<file path="src/rtl/feature_map_out_scheduler.sv">
// Output-feature-map writeback sequencer: buffer reads -> 144->256 converter in 16-word groups,
// one DDR write command per group. Optional stall counter under FMO_STALL_CNT_EN.
module feature_map_out_scheduler #(
  parameter int NUM_IN  = 16,
  parameter int NUM_OUT = 9,
  parameter int GRP_W   = 12,
  parameter int BUF_AW  = 16,
  parameter int ADDR_W  = 32,
  parameter int FREE_W  = 8,
  parameter int RD_LAT  = 1
) (
  input  logic              sys_clk,
  input  logic              rstn,
  input  logic              start,
  input  logic [ADDR_W-1:0] base_addr,
  input  logic [GRP_W-1:0]  num_groups,
  output logic              busy,
  output logic              done,
  output logic              buf_rd_en,
  output logic [BUF_AW-1:0] buf_rd_addr,
  output logic              conv_valid_in,
  input  logic              conv_valid_out,
  input  logic [FREE_W-1:0] fifo_free,
  output logic              wr_cmd_valid,
  input  logic              wr_cmd_ready,
  output logic [ADDR_W-1:0] wr_cmd_addr,
  output logic [3:0]        wr_cmd_len,
  output logic [31:0]       stall_cycles
);

  localparam int CNT_W = GRP_W + 4;
  localparam int RC_W  = (NUM_IN > 1) ? $clog2(NUM_IN) : 1;

  typedef enum logic [2:0] {
    S_IDLE, S_SPACE, S_READ, S_CMD, S_DRAIN, S_DONE
  } state_t;

  state_t            state_q, state_d;
  logic [GRP_W-1:0]  grp_q;        // groups in this tile
  logic [GRP_W-1:0]  grp_cnt_q;    // commands accepted so far
  logic [ADDR_W-1:0] cmd_addr_q;
  logic [BUF_AW-1:0] rd_addr_q;
  logic [RC_W-1:0]   rd_cnt_q;
  logic [CNT_W-1:0]  beats_q;      // beats seen from the converter
  logic [CNT_W-1:0]  exp_beats_q;  // groups_issued * NUM_OUT, kept as a running sum
  logic [RD_LAT-1:0] vld_dly_q;

  logic start_acc, cmd_fire, no_inflight, space_ok, last_rd, last_grp;

  assign start_acc   = (state_q == S_IDLE) && start;
  assign cmd_fire    = (state_q == S_CMD) && wr_cmd_ready;
  assign no_inflight = (beats_q == exp_beats_q);
  assign space_ok    = (fifo_free >= FREE_W'(NUM_OUT)) && no_inflight;
  assign last_rd     = (rd_cnt_q == RC_W'(NUM_IN - 1));
  assign last_grp    = (grp_cnt_q == grp_q - 1'b1);

  // NOTE: next-state logic assigns its default first so no path leaves state_d unassigned (no latch).
  always_comb begin
    state_d = state_q;
    unique case (state_q)
      S_IDLE:  if (start) state_d = S_SPACE;
      S_SPACE: begin
        if (grp_q == '0)   state_d = S_DONE;
        else if (space_ok) state_d = S_READ;
      end
      S_READ:  if (last_rd) state_d = S_CMD;
      S_CMD:   if (wr_cmd_ready) state_d = last_grp ? S_DRAIN : S_SPACE;
      S_DRAIN: if (no_inflight) state_d = S_DONE;
      S_DONE:  state_d = S_IDLE;
      default: state_d = S_IDLE;
    endcase
  end

  // NOTE: all sequential state uses non-blocking assignments so every flop samples pre-edge values.
  always_ff @(posedge sys_clk or negedge rstn) begin
    if (!rstn) begin
      state_q     <= S_IDLE;
      grp_q       <= '0;
      grp_cnt_q   <= '0;
      cmd_addr_q  <= '0;
      rd_addr_q   <= '0;
      rd_cnt_q    <= '0;
      beats_q     <= '0;
      exp_beats_q <= '0;
    end else begin
      state_q <= state_d;
      if (start_acc) begin
        grp_q       <= num_groups;
        cmd_addr_q  <= base_addr;
        grp_cnt_q   <= '0;
        rd_addr_q   <= '0;
        rd_cnt_q    <= '0;
        beats_q     <= '0;
        exp_beats_q <= '0;
      end else begin
        if (state_q == S_READ) begin
          rd_addr_q <= rd_addr_q + 1'b1;
          rd_cnt_q  <= last_rd ? '0 : rd_cnt_q + 1'b1;
        end
        if (cmd_fire) begin
          cmd_addr_q  <= cmd_addr_q + ADDR_W'(NUM_OUT);
          grp_cnt_q   <= grp_cnt_q + 1'b1;
          exp_beats_q <= exp_beats_q + CNT_W'(NUM_OUT);
        end
        if (busy && conv_valid_out) beats_q <= beats_q + 1'b1;
      end
    end
  end

  // NOTE: the read-valid delay line is reset so a stale valid cannot reach the converter after rstn.
  always_ff @(posedge sys_clk or negedge rstn) begin
    if (!rstn) vld_dly_q <= '0;
    else       vld_dly_q <= (vld_dly_q << 1) | RD_LAT'(buf_rd_en);
  end

  assign busy          = (state_q == S_SPACE) || (state_q == S_READ) ||
                         (state_q == S_CMD)   || (state_q == S_DRAIN);
  assign done          = (state_q == S_DONE);
  assign buf_rd_en     = (state_q == S_READ);
  assign buf_rd_addr   = rd_addr_q;
  assign conv_valid_in = vld_dly_q[RD_LAT-1];
  assign wr_cmd_valid  = (state_q == S_CMD);
  // Command fields are qualified by valid so the channel idles at zero.
  assign wr_cmd_addr   = wr_cmd_valid ? cmd_addr_q : '0;
  assign wr_cmd_len    = wr_cmd_valid ? 4'(NUM_OUT) : 4'd0;

`ifdef FMO_STALL_CNT_EN
  logic [31:0] stall_q;
  logic        stall_now;

  assign stall_now = busy && (((state_q == S_SPACE) && (grp_q != '0) && !space_ok) ||
                              ((state_q == S_CMD) && !wr_cmd_ready));

  always_ff @(posedge sys_clk or negedge rstn) begin
    if (!rstn)                         stall_q <= '0;
    else if (start_acc)                stall_q <= '0;
    else if (stall_now && ~&stall_q)   stall_q <= stall_q + 1'b1;
  end

  assign stall_cycles = stall_q;
`else
  assign stall_cycles = '0;
`endif

endmodule

</file>
<file path="config.mk">
export PLATFORM = sky130hd
export DESIGN_NAME = feature_map_out_scheduler
export DESIGN_NICKNAME = d
export VERILOG_FILES = /design/src/rtl/feature_map_out_scheduler.sv
export SDC_FILE = /design/constraint.sdc
export NUM_CORES = 1
export LEC_CHECK = 0
export ABC_AREA = 1
export CAP_MARGIN = 25
export CORE_MARGIN = 2
export CORE_UTILIZATION = 50
export CTS_CLUSTER_SIZE = 40
export DETAILED_ROUTE_END_ITERATION = 10
export MAX_ROUTING_LAYER = met4
export PLACE_DENSITY = 0.78
export SLEW_MARGIN = 20
export SYNTH_ARGS = -nofsm -noshare
export SYNTH_HDL_FRONTEND = slang
export SYNTH_SLANG_ARGS = --single-unit
</file>
<file path="constraint.sdc">
create_clock -name sys_clk -period 3.38 [get_ports sys_clk]
set_input_delay 0.676 -clock sys_clk [delete_from_list [all_inputs] [get_ports sys_clk]]
set_output_delay 0.676 -clock sys_clk [all_outputs]
set_load 0.02 [all_outputs]
</file>
== Word-level counts from Yosys, hierarchy flattened ==
Cells that the tools add are included.
Operators by class
  order comparisons: 1
  muxes and demuxes: 23
  $add $sub $neg: 7
  reduce and logical (&&, ||, !) cells: 13
  equality and inequality tests: 13
Operator list (count)
  $mux W16: 6
  $mux W32: 3
  $add A16 B1 Y16 const B: 2
  $add A32 B4 Y32 const B: 1
  $mux W12: 2
  $mux W3: 7
  $add A16 B4 Y16 const B: 1
  $eq A16 B16 Y1: 1
  $mux W4: 4
  $pmux W3 S5: 1
  $add A12 B1 Y12 const B: 1
  $eq A12 B12 Y1: 1
  $logic_not A12 Y1: 1
  $sub A12 B1 Y12 const B: 1
  $ge A8 B4 Y1 const B: 1
  $eq A3 B2 Y1 const B: 2
  $eq A3 B3 Y1 const B: 2
  $reduce_bool A2 Y1: 3
  $reduce_and A5 Y1: 1
  $add A4 B1 Y4 const B: 1
  $eq A4 B4 Y1 const B: 1
  $logic_and A1 B1 Y1: 4
  $ne A2 B1 Y1 const B: 2
  $ne A2 B2 Y1 const B: 2
  other kinds (4): 6
Storage, ports and cells
  flip-flop bits (word level): 112
  word-level logic and storage cells: 66
  input port bits: 57
  output and inout port bits: 89

== Longest topological paths before layout ==
Gate-level depths: netlist of run 1.
  depth after elaboration: 7
  gate-level depth with buffers: 14
  gate-level depth less buffers: 14

== Worst setup path after synthesis of run 1 ==
No wires, ideal clock.
  kind: register to output
  start point: register state_q[2]
  end point: output port wr_cmd_addr[10]
  data arrival time: 1.340 ns
  slack: 1.364 ns
  buffers on the path: 1
  cell stages (with the launch flop): 7
  path through: dfrtp_1 inv_2 nand2_4 nor2_8 inv_2 clkbuf_1 nor2_1
Between the ends
  cells in the longest elaborated chain, start to end: 2
Ends and longest elaborated chain
  start: declaration: RTL line 38  | state_t state_q, state_d;
  start signal: assignment: RTL line 86  | state_q <= state_d;
  $eq A3 B2 Y1: RTL line 122  | assign wr_cmd_valid = (state_q == S_CMD);
  via wr_cmd_valid: RTL line 24  | output logic wr_cmd_valid,
  $mux W32: RTL line 124  | assign wr_cmd_addr = wr_cmd_valid ? cmd_addr_q : '0;
  end: declaration: RTL line 26  | output logic [ADDR_W-1:0] wr_cmd_addr,
The timed path passes the listed nets, and every way through them passes these cells.

== Final worst setup path of run 1 ==
  start point: register state_q[2]
  end point: output port wr_cmd_addr[0]
Between the ends
  cells in the longest elaborated chain, start to end: 2
Ends and longest elaborated chain (RTL line)
  $eq A3 B2 Y1: 122
  $mux W32: 124
Every way passes these cells.

==> results of run 1 <==
[power breakdown]
group	internal (uW)	switching, uW
combinational	167	222
sequential	1400	88.9
clock	582	518
total	2150	830
[flip-flops by register name, summed over array words and instances, names as in the netlist]
signal	flops
cmd_addr_q	32
beats_q	16
buf_rd_addr	16
exp_beats_q	16
grp_cnt_q	12
grp_q	12
rd_cnt_q	4
state_q	3
conv_valid_in	1
[placed cells by master (no fill, tap or decap), types with 7 or more instances in the layout]
| master | count |
|---|---|
| xnor2_1 | 21 |
| inv_1 | 114 |
| xor2_1 | 18 |
| o211ai_1 | 13 |
| ha_1 | 8 |
| dfrtp_1 | 112 |
| clkbuf_16 | 9 |
| nand4_1 | 18 |
| nand3_1 | 81 |
| clkdlybuf4s50_1 | 110 |
| a21oi_1 | 40 |
| nor4_1 | 7 |
| nand2_1 | 249 |
| inv_2 | 9 |
| nor3_1 | 36 |
| conb_1 | 34 |
| o31ai_1 | 10 |
| nor2_1 | 135 |
| o21ai_0 | 43 |
| o21ai_1 | 16 |
[layout make-up]
class / count / area (sq um)
Fill cell: 1324 / 5700
Multi-Input combinational cell: 780 / 3860
Sequential cell: 112 / 2800
Timing Repair Buffer: 117 / 1170
Inverter: 126 / 475
Tap cell: 184 / 230
Clock buffer: 10 / 229
Clock inverter: 6 / 67.6
[metrics by stage]
stage	std cells	instance area (sq um)	util, %	hold WS, ns	total power (uW)
3_3_place_gp	1319	8540	58.8	0.492	1890
5_1_grt	1335	8840	60.8	0.457	3120
6_report	1335	8840	60.8	0.387	2980
3_5_place_dp	1319	8540	58.8	0.517	1900
2_1_floorplan	1083	7540	-	0.380	1770
4_1_cts	1335	8840	60.8	0.418	3000
[path summary, 6_finish.rpt]
path | start | to | slack [ns] | cells after the start
worst min register to register | rd_cnt_q[0] | rd_cnt_q[0] | 0.53 | 1
max in group asynchronous | rstn | cmd_addr_q[29] | 2.23 | 2
min in group sys_clk | rd_cnt_q[0] | rd_cnt_q[0] | 0.53 | 1
worst max register to register | state_q[1] | grp_cnt_q[10] | 0.97 | 10
worst min-delay path | rstn | buf_rd_addr[15] | 0.39 | 1
worst max-delay path | state_q[2] | wr_cmd_addr[0] | 0.43 | 6
[worst max-delay path, stage by stage, from the launching register on]
cell             delay (ns)
dfrtp_1                0.45
inv_2                  0.13
nand2_4                0.08
nor2_8                 0.15
inv_2                  0.26
nor2_1                 0.21
clkdlybuf4s50_1        0.63
[kinds of logic after synthesis]
family | Yosys count
and+or+nand+nor | 556
other | 1
xor gates and xnor gates | 39
adders and majority gates | 8
DFF | 112
AOI/OAI and AO/OA | 143
buffers and inverters | 191
[metal layers]
layer	track usage, %	share of wire (%)	wire length (um)	vias to the layer above
met4	6.92	1.8	340	0
met3	4.12	4.9	909	26
met5	-	0	0	-
li1	-	-	-	3542
met2	37.8	47	8700	190
met1	32.4	46	8470	3324
==> impl_metrics.csv, run 1 <==
group,metric,value,unit
routing,drt_first_pass_iters,5,
cells_and_area,final_net_count,1211,
global_route,grt_pass1_vias,6412,
floorplanning,start_util,51.0,%
setup_path,critical_path_class,"flip-flop to output pin",
sta,min_period,2.95,ns
floorplanning,die_x,126,um
clock_tree,cts_setup_buffers,0,
power_and_ir_drop,powerDensity,337,nW/um^2
yosys,synth.top_cell.area_share,37.8,%
floorplanning,core,14500,sq um
yosys,yosysMostFrequentCell,"nand2_1",
yosys,synth_cells,1050,
sta,max_freq,339,MHz
cells_and_area,area_growth,19.1,%
yosys,syn_area,7420,sq um
floorplanning,pin_count,146,
sta,rsz0062_at_grt,"no",
yosys,synth-simple-area-share,33.3,%
clock_tree,cts_root_buffer,"clkbuf_16",
routing,viasPerCell,5.30,
routing,drc,0,
placement,pre_cts_slack,0.681,ns
sta,tightest_slew,0.753,ns
floorplanning,fp.dieH,126,um
yosys,avgSynthCellArea,7.06,sq um
clock_tree,htreeDepth,3,
global_route,grt_max_degree,59,
yosys,synthFlopType,"dfrtp_1",
yosys,synth_top_family_by_area,"simple AND/OR/NAND/NOR gates",
clock_tree,cts_resized,0,
setup_path,cp-start-kind,"flip-flop",
sta,worst_slack,0.433,ns
yosys,synthTopCellsByArea,"dfrtp_1, nand2_1, nor2_1, inv_1, nand3_1",
yosys,yosys.area.top_type,"dfrtp_1",
clock_tree,clock_path_buffers,2,
routing,drt_iter0_markers,684,
routing,vias,7082,
setup_path,critPathMaxFanout,33,
yosys,ys_ff_latch,112,
sta,final_hold_viol_count,0,
floorplanning,dieArea,15800,sq um
placement,place_congestion,0.908,
cells_and_area,drive_gt1_share,5.13,%
yosys,synth-compound-area-share,11.1,%
run,cap_violations,0,
yosys,synthXorXnorAreaFrac,4.61,%
yosys,synthMuxAreaShare,0,%
worst_hold_path,min_path_type,"input port to async pin",
clock_tree,clock_latency,0.36,ns
yosys,ys_seq_area_share,37.8,%
sta,slew_violations,0,
yosys,yosysWarnings,0,
sta,maxSlewHeadroom,49.8,%
power_and_ir_drop,leakage,0.00408,uW
sta,final.setup.tns,0,ns
clock_tree,numCtsBuffers,9,
placement,port_buffers,111,
placement,dp_hpwl,13600,um
routing,routedWlPerCell,13.8,um
global_route,grt.overflow.total,0,
setup_path,worstPathRequired,2.70,ns
clock_tree,hold_buffers,0,
clock_tree,clock_sinks,112,
yosys,synthAdderAreaFrac,1.35,%
yosys,ys_types,45,
yosys,async_reset_ff_share,100,%
cells_and_area,n_antenna_cell,0,
clock_tree,cts_tree,"yes",
status,status,"completed",
sta,final.period_utilization,87.2,%
routing,drtAntennaViolNets,0,
setup_path,crit_path_end_kind,"output pin",
sta,finClkSkew,0.00759,ns
global_route,antenna_found_initial,0,
floorplanning,placementRows,44,
global_route,track_usage,24.1,%
sta,setup_violations,0,
power_and_ir_drop,peakVddDrop,0.321,mV
yosys,synth_edf_count,0,
clock_tree,clk_pin_slew_worst_paths,0.08,ns
yosys,synth_commonest_cells,"nand2_1, nor2_1, inv_1",
setup_path,arrival,2.27,ns
global_route,grt_pass1_wl,30700,um
routing,drt-total-wl,18400,um
(Power assumes the default switching activity.)
==> run 2: changes to the inputs <==
--- a/config.mk
+++ b/config.mk
@@ -12,7 +12,7 @@
 export CTS_CLUSTER_SIZE = 40
 export DETAILED_ROUTE_END_ITERATION = 10
 export MAX_ROUTING_LAYER = met4
-export PLACE_DENSITY = 0.78
+export PLACE_DENSITY = 0.81
 export SLEW_MARGIN = 20
 export SYNTH_ARGS = -nofsm -noshare
 export SYNTH_HDL_FRONTEND = slang
==> impl_metrics.csv, run 2 (synthesized netlist as in run 1, its figures left out) <==
group,metric,value,unit
sta,hold_slack,0.231,ns
routing,met3_length,1080,um
clock_tree,cts_root_buffer,"clkbuf_16",
worst_hold_path,min_path_type,"input port to async pin",
power_and_ir_drop,powerDensity,339,nW/um^2
global_route,grt_pass1_vias,6717,
clock_tree,cts_setup_buffers,0,
routing,drt-total-wl,18700,um
routing,vias,7101,
routing,drc,0,
cells_and_area,layout_commonest_cell,"nand2_1",
sta,setup_violations,0,
sta,slew_violations,0,
setup_path,slowest_stage,"clkdlybuf4s50_1",
cells_and_area,area_growth,19.5,%
global_route,antenna_found_initial,0,
cells_and_area,final_net_count,1212,
routing,wl_met1,8260,um
routing,viasPerCell,5.32,
floorplanning,pin_count,146,
clock_tree,htreeDepth,3,
sta,finClkSkew,0.0143,ns
cells_and_area,drive_gt1_share,5.30,%
power_and_ir_drop,power.share.switching,28.3,%
setup_path,cp_top_family,"buffers and inverters",
floorplanning,placementRows,44,
clock_tree,cts_resized,0,
routing,drt_iter0_markers,580,
run,cap_violations,0,
routing,wl_met2,8940,um
routing,drtAntennaViolNets,0,
cells_and_area,n_antenna_cell,0,
placement,place_congestion,0.953,
clock_tree,clk_pin_slew_worst_paths,0.08,ns
setup_path,crit_path_end_kind,"output pin",
clock_tree,clock_sinks,112,
sta,tightest_slew,0.677,ns
global_route,grt.overflow.total,0,
clock_tree,hold_buffers,0,
setup_path,critPathMaxFanout,33,
clock_tree,clock_path_buffers,2,
clock_tree,clock_latency,0.37,ns
power_and_ir_drop,seqPwrFrac,49.5,%
power_and_ir_drop,peakVddDrop,0.277,mV
floorplanning,start_util,51.0,%
setup_path,worstPathRequired,2.70,ns
placement,port_buffers,111,
setup_path,max_stage_delay,0.64,ns
status,status,"completed",
floorplanning,fp.dieH,126,um
power_and_ir_drop,clkPwrFrac,37.6,%
setup_path,crit_top_cell,"inv_2",
setup_path,path_cells,"inv_2 -> nand2_4 -> nor2_8 -> inv_2 -> nor2_1 -> clkdlybuf4s50_1",
clock_tree,cts_tree,"yes",
cells_and_area,largest-register,"cmd_addr_q",
global_route,grt_max_degree,84,
cells_and_area,final_cell_mix,"nand2_1, nor2_1, inv_1",
power_and_ir_drop,p_switching,851,uW
power_and_ir_drop,combPwrFrac,12.9,%
sta,rsz0062_at_grt,"no",
sta,maxSlewHeadroom,54.8,%
setup_path,arrival,2.26,ns
floorplanning,die_x,126,um
routing,top_layer,"met4",
power_and_ir_drop,internal-power,2160,uW
sta,min_period,2.93,ns
cells_and_area,largest_register_ff_count,32,
setup_path,cp_num_buf_inv,3,
routing,routedWlPerCell,14.0,um
setup_path,critical_path_class,"flip-flop to output pin",
sta,final.setup.tns,0,ns
global_route,grt_pass1_wl,31300,um
sta,final_hold_viol_count,0,
setup_path,cp-start-kind,"flip-flop",
global_route,track_usage,24.5,%
power_and_ir_drop,leakage,0.00409,uW
sta,final.period_utilization,86.8,%
sta,max_freq,341,MHz
floorplanning,core,14500,sq um
clock_tree,numCtsBuffers,9,
routing,drt_first_pass_iters,5,
floorplanning,dieArea,15800,sq um
placement,dp_hpwl,13800,um
run 2: metal layers:
metal | track usage [%] | up-vias
met5 | - | -
met4 | 6.98 | 0
met3 | 5.18 | 31
met2 | 39.9 | 249
met1 | 31.2 | 3279
li1 | - | 3542
run 2: final timing paths:
kind                                     from               to  slack (ns)  depth (start not counted)
worst max-delay path               state_q[2]   wr_cmd_addr[1]        0.45                          6
worst min-delay path                     rstn  buf_rd_addr[15]        0.23                          1
worst max register to register  cmd_addr_q[0]   cmd_addr_q[26]        1.04                         12
worst min register to register    rd_cnt_q[0]      rd_cnt_q[0]        0.52                          1
max in group asynchronous                rstn   cmd_addr_q[30]        2.37                          2
min in group sys_clk              rd_cnt_q[0]      rd_cnt_q[0]        0.52                          1
run 2: per-stage QoR:
stage,std cells,area (sq um),setup WS (ns),utilization [%],total power (uW)
2_1_floorplan,1083,7540,1.36,-,1770
3_3_place_gp,1320,8550,0.778,58.8,1890
3_5_place_dp,1320,8550,0.712,58.8,1900
4_1_cts,1336,8860,0.426,61.0,3030
5_1_grt,1336,8860,0.274,61.0,3150
6_report,1336,8860,0.446,61.0,3010
run 2: layout make-up:
class	count	area (sq um)
Fill cell	1327	5670
Multi-Input combinational cell	780	3860
Sequential cell	112	2800
Timing Repair Buffer	118	1170
Inverter	126	475
Tap cell	184	230
Clock buffer	9	225
Clock inverter	7	90.1
run 2: power groups by stage:
stage               combinational (uW)  clock, uW  sequential (uW)
finish                             389       1130             1490
global route                       444       1200             1500
CTS                                388       1160             1490
detailed placement                 386          0             1510
global placement                   377          0             1510
floorplan                          288          0             1480
